## config.mk

```make
export PLATFORM = sky130hd
export DESIGN_NAME = pipelined_chunk_adder
export DESIGN_NICKNAME = d
export VERILOG_FILES = /design/src/rtl/adder_pkg.sv /design/src/rtl/adder_chunk_stage.sv /design/src/rtl/pipelined_chunk_adder.sv
export SDC_FILE = /design/constraint.sdc
export NUM_CORES = 1
export LEC_CHECK = 0
export BUFFER_PORTS_ARGS = -buffer_cell sky130_fd_sc_hd__buf_2
export CAP_MARGIN = 20
export CORE_MARGIN = 5
export CORE_UTILIZATION = 57
export CTS_CLUSTER_SIZE = 30
export DETAILED_ROUTE_END_ITERATION = 16
export HOLD_SLACK_MARGIN = 0.03
export PLACE_DENSITY = 0.88
export SYNTH_ARGS = -nofsm -noshare
export SYNTH_HDL_FRONTEND = slang
export SYNTH_SLANG_ARGS = --single-unit
```

## constraint.sdc

```tcl
create_clock -name clk -period 2.6 [get_ports clk]
set_input_delay 0.39 -clock clk [delete_from_list [all_inputs] [get_ports clk]]
set_output_delay 0.39 -clock clk [all_outputs]
set_load 0.02 [all_outputs]
```

## src/rtl/adder_pkg.sv

```systemverilog
// adder_pkg: stage-count and width-legality helpers for the chunked pipelined adder
// No ports; shared functions only.
package adder_pkg;
    function automatic int num_stages(input int data_width, input int chunk_width);
        return (chunk_width > 0) ? data_width / chunk_width : 0;
    endfunction
    function automatic bit widths_ok(input int data_width, input int chunk_width);
        return chunk_width > 0 && data_width >= chunk_width && data_width % chunk_width == 0;
    endfunction
endpackage

```

## src/rtl/adder_chunk_stage.sv

```systemverilog
// adder_chunk_stage: one pipeline register stage adding chunk STAGE_INDEX with valid/ready flow control
// Ports: i_valid/o_ready upstream handshake, i_ready/o_valid downstream handshake,
//        i_a/i_b operands, i_sum lower sum bits so far, i_carry carry into this chunk,
//        o_a/o_b/o_sum/o_carry registered stage contents.
module adder_chunk_stage
    import adder_pkg::*;
#(
    parameter int DATA_WIDTH  = 32,
    parameter int CHUNK_WIDTH = 8,
    parameter int STAGE_INDEX = 0
) (
    input  logic                  clk,
    input  logic                  rst,
    input  logic                  i_valid,
    output logic                  o_ready,
    input  logic [DATA_WIDTH-1:0] i_a,
    input  logic [DATA_WIDTH-1:0] i_b,
    input  logic [DATA_WIDTH-1:0] i_sum,
    input  logic                  i_carry,
    output logic                  o_valid,
    input  logic                  i_ready,
    output logic [DATA_WIDTH-1:0] o_a,
    output logic [DATA_WIDTH-1:0] o_b,
    output logic [DATA_WIDTH-1:0] o_sum,
    output logic                  o_carry
);
    localparam int LO = STAGE_INDEX * CHUNK_WIDTH;
    logic                  r_valid;
    logic [DATA_WIDTH-1:0] r_a;
    logic [DATA_WIDTH-1:0] r_b;
    logic [DATA_WIDTH-1:0] r_sum;
    logic                  r_carry;
    logic [CHUNK_WIDTH:0]  w_chunk;
    assign w_chunk = {1'b0, i_a[LO +: CHUNK_WIDTH]} + {1'b0, i_b[LO +: CHUNK_WIDTH]}
                   + {{CHUNK_WIDTH{1'b0}}, i_carry};
    // Loadable when empty or when the current content leaves this cycle.
    assign o_ready = !r_valid || i_ready;
    always_ff @(posedge clk) begin
        if (rst) begin
            r_valid <= 1'b0;
            r_a     <= '0;
            r_b     <= '0;
            r_sum   <= '0;
            r_carry <= 1'b0;
        end else if (o_ready) begin
            r_valid <= i_valid;
            if (i_valid) begin
                r_a                    <= i_a;
                r_b                    <= i_b;
                r_sum                  <= i_sum;
                r_sum[LO +: CHUNK_WIDTH] <= w_chunk[CHUNK_WIDTH-1:0];
                r_carry                <= w_chunk[CHUNK_WIDTH];
            end
        end
    end
    assign o_valid = r_valid;
    assign o_a     = r_a;
    assign o_b     = r_b;
    assign o_sum   = r_sum;
    assign o_carry = r_carry;
endmodule

```

## src/rtl/pipelined_chunk_adder.sv

```systemverilog
// pipelined_chunk_adder: valid/ready adder computing one CHUNK_WIDTH slice per register stage
// Ports: in_valid/in_ready + data_in_a/data_in_b/carry_in upstream beat;
//        out_valid/out_ready + data_out_a/data_out_b/sum/carry_out/overflow result beat.
module pipelined_chunk_adder
    import adder_pkg::*;
#(
    parameter int DATA_WIDTH  = 32,
    parameter int CHUNK_WIDTH = 8
) (
    input  logic                  clk,
    input  logic                  rst,
    input  logic                  in_valid,
    output logic                  in_ready,
    input  logic [DATA_WIDTH-1:0] data_in_a,
    input  logic [DATA_WIDTH-1:0] data_in_b,
    input  logic                  carry_in,
    output logic                  out_valid,
    input  logic                  out_ready,
    output logic [DATA_WIDTH-1:0] data_out_a,
    output logic [DATA_WIDTH-1:0] data_out_b,
    output logic [DATA_WIDTH-1:0] sum,
    output logic                  carry_out,
    output logic                  overflow
);
    localparam int NUM_STAGES = num_stages(DATA_WIDTH, CHUNK_WIDTH);
    localparam int MSB        = DATA_WIDTH - 1;
    if (!widths_ok(DATA_WIDTH, CHUNK_WIDTH)) begin : g_bad_widths
        $error("DATA_WIDTH must be a positive multiple of CHUNK_WIDTH");
    end
    // Index k is the input side of stage k; index NUM_STAGES is the output side of the last stage.
    logic                  w_valid [NUM_STAGES+1];
    logic                  w_ready [NUM_STAGES+1];
    logic [DATA_WIDTH-1:0] w_a     [NUM_STAGES+1];
    logic [DATA_WIDTH-1:0] w_b     [NUM_STAGES+1];
    logic [DATA_WIDTH-1:0] w_sum   [NUM_STAGES+1];
    logic                  w_carry [NUM_STAGES+1];
    assign w_valid[0]          = in_valid;
    assign w_a[0]              = data_in_a;
    assign w_b[0]              = data_in_b;
    assign w_sum[0]            = '0;
    assign w_carry[0]          = carry_in;
    assign w_ready[NUM_STAGES] = out_ready;
    for (genvar k = 0; k < NUM_STAGES; k++) begin : g_stage
        adder_chunk_stage #(
            .DATA_WIDTH (DATA_WIDTH),
            .CHUNK_WIDTH(CHUNK_WIDTH),
            .STAGE_INDEX(k)
        ) u_stage (
            .clk    (clk),
            .rst    (rst),
            .i_valid(w_valid[k]),
            .o_ready(w_ready[k]),
            .i_a    (w_a[k]),
            .i_b    (w_b[k]),
            .i_sum  (w_sum[k]),
            .i_carry(w_carry[k]),
            .o_valid(w_valid[k+1]),
            .i_ready(w_ready[k+1]),
            .o_a    (w_a[k+1]),
            .o_b    (w_b[k+1]),
            .o_sum  (w_sum[k+1]),
            .o_carry(w_carry[k+1])
        );
    end
    assign in_ready   = w_ready[0] && !rst;
    assign out_valid  = w_valid[NUM_STAGES];
    assign data_out_a = w_a[NUM_STAGES];
    assign data_out_b = w_b[NUM_STAGES];
    assign sum        = w_sum[NUM_STAGES];
    assign carry_out  = w_carry[NUM_STAGES];
    // Signed overflow: like-signed operands producing a result of the other sign.
    assign overflow   = (w_a[NUM_STAGES][MSB] == w_b[NUM_STAGES][MSB])
                     && (w_sum[NUM_STAGES][MSB] != w_a[NUM_STAGES][MSB]);
endmodule

```

# Yosys cells after proc, flatten, opt, wreduce, memory -nomap -nowiden
# Index checks and enable logic that the tools add are counted.
[word_totals]
register_bits = 344
elab_cells = 45
out_inout_bits = 100
inputBits = 69
[op_classes]
n_eq_ne = 2
reduce_logical = 15
add_sub_neg = 8
[op_table]
columns = ["operator", "n"]
rows = [
  ["$add A8 B8 Y9", 4],
  ["$add A9 B1 Y9", 4],
  ["$reduce_and A2 Y1", 4],
  ["$logic_not A1 Y1", 5],
  ["$logic_or A1 B1 Y1", 4],
  ["$logic_and A1 B1 Y1", 2],
  ["$eq A1 B1 Y1", 1],
  ["$ne A1 B1 Y1", 1],
]

# Longest topological paths before layout
[logic_depth]
ltp_word = 6
ltp_mapped = 8
mapped_depth_nobuf = 8

# By module
# Synthesis repeated with hierarchy kept, for this count alone.
[unflattened]
cells_unflattened = 1855
hier_area_um2 = 14985.6
[by_module_without_submodules]
columns = ["mod", "area_each_um2", "n_inst", "cells_each"]
rows = [
  ["adder_chunk_stage at g_stage[0].u_stage ...", 3731.1, 2, 461],
  ["adder_chunk_stage at g_stage[3].u_stage", 3767.4, 1, 467],
  ["adder_chunk_stage at g_stage[2].u_stage", 3723.6, 1, 461],
  ["pipelined_chunk_adder", 32.5, 1, 5],
]

# Worst setup path before layout
# OpenSTA, ideal clock, no wires.
[synth_path]
path_kind = "register to register"
from = "register g_stage[1].u_stage.r_carry"
to = "register g_stage[2].u_stage.r_sum[22]"
t_arrival_ns = 1.943
period_less_slack_ns = 2.066
setup_time_ns = 0.124
path_buffers = 0
path_slack_ns = 0.534
path_stages_with_launch = 8
cell_sequence = "dfxtp_1 -> fa_1 -> fa_1 -> a211oi_1 -> o21bai_1 -> a21o_1 -> mux2i_1 -> o21ai_0"
[synth_between]
elab_chain_len = 1
[synth_rtl]
columns = ["element", "line_no", "rtl"]
rows = [
  ["start, declared", "adder_chunk_stage.sv:32", "logic r_carry;"],
  ["start signal, assigned", "adder_chunk_stage.sv:52", "r_carry <= w_chunk[CHUNK_WIDTH];"],
  ["$add A9 B1 Y9", "adder_chunk_stage.sv:35", "+ {{CHUNK_WIDTH{1'b0}}, i_carry};"],
  ["end signal, assigned", "adder_chunk_stage.sv:50", "r_sum <= i_sum;"],
  ["end signal, assigned by index", "adder_chunk_stage.sv:51", "r_sum[LO +: CHUNK_WIDTH] <= w_chunk[CHUNK_WIDTH-1:0];"],
  ["end, declared", "adder_chunk_stage.sv:31", "logic [DATA_WIDTH-1:0] r_sum;"],
]
# No other way between the ends.
# A chain may end at the register's enable or synchronous reset.

# Worst setup path after layout
# Ends and elaborated chain as after synthesis.

==> metrics.txt <==
Synth Cell Area=0.0132 mm²; antenna violations before repair=1; Antenna Cells=0; Post-synth EDFFs=0; Crit Path Category=register to register; final setup fails=0; period utilization=86.6%; hold buffer count at cts=0; crit end category=register; setup tns final=0 ns; TritonCTS Buffers=35; Hold WC Path Type=primary input to register; register area share after synthesis=52.3%; Syn Inst Count=1650; Starting Density=58.0%; CTS root buffer=clkbuf_16; largest net degree at the start of global routing=120; clock transition at the registers of the reported paths=roughly 0.06 ns; grt ovf=0; highest clock rate=~0.44 GHz; ys async rst share=0%; cell accounting for the most synthesized area=dfxtp_1; final net count=1868; area grow syn2layout=15.8%; first-pass GRT wire length=about 54 mm; gr usage total=approximately a quarter; Slew @ Worst Pin=0.853 ns; Max Cap Viol=0; endpoints failing hold=0; Vias=11643; Crit path arrival time=2.63 ns; Pins Over Slew Limit=0; ratio of cells with drive above 1 in the final layout=around 15%; PD cells=722 mW/mm²; vias in the first global route=roughly 11000; min cycle time layout=2.25 ns; Synth cell types=48; relative max-transition margin=a little over two fifths; Layout Utilization=approximately 67%; Bufs on Longest Clock Path=3; share of the synthesized area in the top cell type=a little over half; Detail Placement HPWL=~23 mm; RSZ-0062 raised after global routing=false; Seq cells post-synth=approximately 340; Final ANT Viol Nets=0; Top FF cell, synth=dfxtp_1; Core Area=roughly 0.023 mm²; clock skew=0.0203 ns; CTS tree=built; # rows=between 50 and 60; synth warn=0; average wire per standard cell=16.1 µm; Post-CTS Setup Bufs=0; first-pass iteration count of the detailed router=6; maximum VDD drop=a little over 0.0005 V; status=completed; Sink Count=about 340; Vias/cell=5.63; H-tree Lvls=2; ranking of synthesized cells by area=dfxtp_1, nand2_1, a21oi_1, ha_1, buf_2; Mapped Avg Cell Area=7.98 µm²; Critical Path Fanout Max=3; WP data required=roughly 3.0 ns; drt total wl=around 33 mm; crit start category=register; P_leak=5.94 nW; total of fill cells in the finished design=roughly 1800; Post-CTS Resized=0; Mapped Nets=about 1800; DRC viols=0; die area=~0.026 mm²; RD Place Congestion=roughly 0.90; Die H=162 µm; drt first-iter violations=913; clk_lat worst skew=around 0.5 ns; IO buf count=between 150 and 200; Die X=162 µm; I/O pin count=approximately 170
-- sequential cells by signal, indices dropped and copies added (netlist names) --
name,flops
g_stage.u_stage.o_a,128
g_stage.u_stage.o_b,128
g_stage.u_stage.o_carry,4
g_stage.u_stage.o_valid,4
g_stage.u_stage.o_sum,80
-- layout by cell type, fill, tap and decap left out, types with 16 or more instances in the layout --
cell type	netlist	routed
nand2_1	634	633
dfxtp_1	344	344
a21oi_1	330	330
buf_2	49	167
clkbuf_16	0	35
nor2_1	30	30
ha_1	28	28
o21ai_0	21	21
a211oi_1	16	16
buf_4	5	16
-- worst max-delay path, cell delays in order, from the launching register on --
cell	delay, ns
dfxtp_1	0.32
fa_1	0.48
fa_1	0.44
a211oi_1	0.30
o21bai_1	0.13
a21o_1	0.21
mux2i_1	0.15
o21ai_0	0.09
-- cell type report --
| cell class | instances | area [µm²] | share of cell area (%) |
|---|---|---|---|
| Clock buffer | 48 | 1030 | 6.79 |
| Clock inverter | 8 | 97.6 | 0.640 |
| Inverter | 14 | 52.6 | 0.345 |
| Multi-Input combinational cell | 1176 | 5690 | 37.3 |
| Sequential cell | 344 | 6890 | 45.2 |
| Tap cell | 285 | 357 | 2.34 |
| Timing Repair Buffer | 192 | 1130 | 7.42 |
-- cells in the mapped netlist, drive strengths merged, types with 3 or more instances --
| cell | instances |
|---|---|
| o22ai | 4 |
| a211o | 3 |
| o21ai | 22 |
| nand4 | 5 |
| ha | 28 |
| nor3 | 12 |
| clkbuf | 54 |
| buf | 62 |
| o21a | 7 |
| and3 | 4 |
| nor2b | 7 |
| nand2 | 635 |
| dfxtp | 344 |
| a211oi | 17 |
| a31oi | 6 |
| a21oi | 331 |
| or2 | 3 |
| or4 | 4 |
| mux2i | 3 |
| nand3 | 8 |
| fa | 8 |
| inv | 14 |
| nor4b | 6 |
| or3 | 4 |
| o211ai | 5 |
| a21o | 6 |
| nor2 | 30 |
-- report_power, final --
group	internal [mW]	total, mW	switching, mW
Combinational	0.207	0.627	0.420
Clock	2.96	4.91	1.95
Sequential	5.39	5.47	0.0794
Total	8.56	11.0	2.45
-- per-stage QoR --
stage	hold slack [ns]	setup slack [ns]	instances	instance area [µm²]	total power, mW
after floorplan	0.427	0.534	1650	13200	5.98
after global placement	0.437	0.425	2011	14100	6.17
after detailed placement	0.442	0.357	2011	14100	6.19
after CTS	0.112	0.356	2067	15200	11.1
after global routing	0.116	0.234	2067	15200	11.4
final	0.120	0.348	2067	15200	11.0
-- routing by layer --
| metal | wire length (µm) | track usage, % | up-vias |
|---|---|---|---|
| li1 | - | - | 5670 |
| met1 | 13900 | 32.4 | 5452 |
| met2 | 15900 | 41.1 | 431 |
| met3 | 2330 | 4.90 | 88 |
| met4 | 1150 | 8.65 | 2 |
| met5 | 7 | 0 | - |
-- kinds of logic after synthesis --
group           synth area share, %
compound gates                 16.6
xor+xnor                      0.200
fa+ha+maj                      3.88
buf+inv                        4.66
flops                          52.3
mux                           0.228
simple gates                   22.1
-- final timing paths --
| kind | startpoint | to | slack, ns | depth (start not counted) |
|---|---|---|---|---|
| worst min register to register | g_stage[1].u_stage.o_sum[12] | g_stage[2].u_stage.o_sum[12] | 0.45 | 2 |
| worst max register to register | g_stage[1].u_stage.o_carry | g_stage[2].u_stage.o_sum[22] | 0.35 | 7 |
| worst max-delay path | g_stage[1].u_stage.o_carry | g_stage[2].u_stage.o_sum[22] | 0.35 | 7 |
| worst min-delay path | data_in_b[11] | g_stage[0].u_stage.o_b[11] | 0.12 | 3 |
Power figures use the tool's default switching activity.
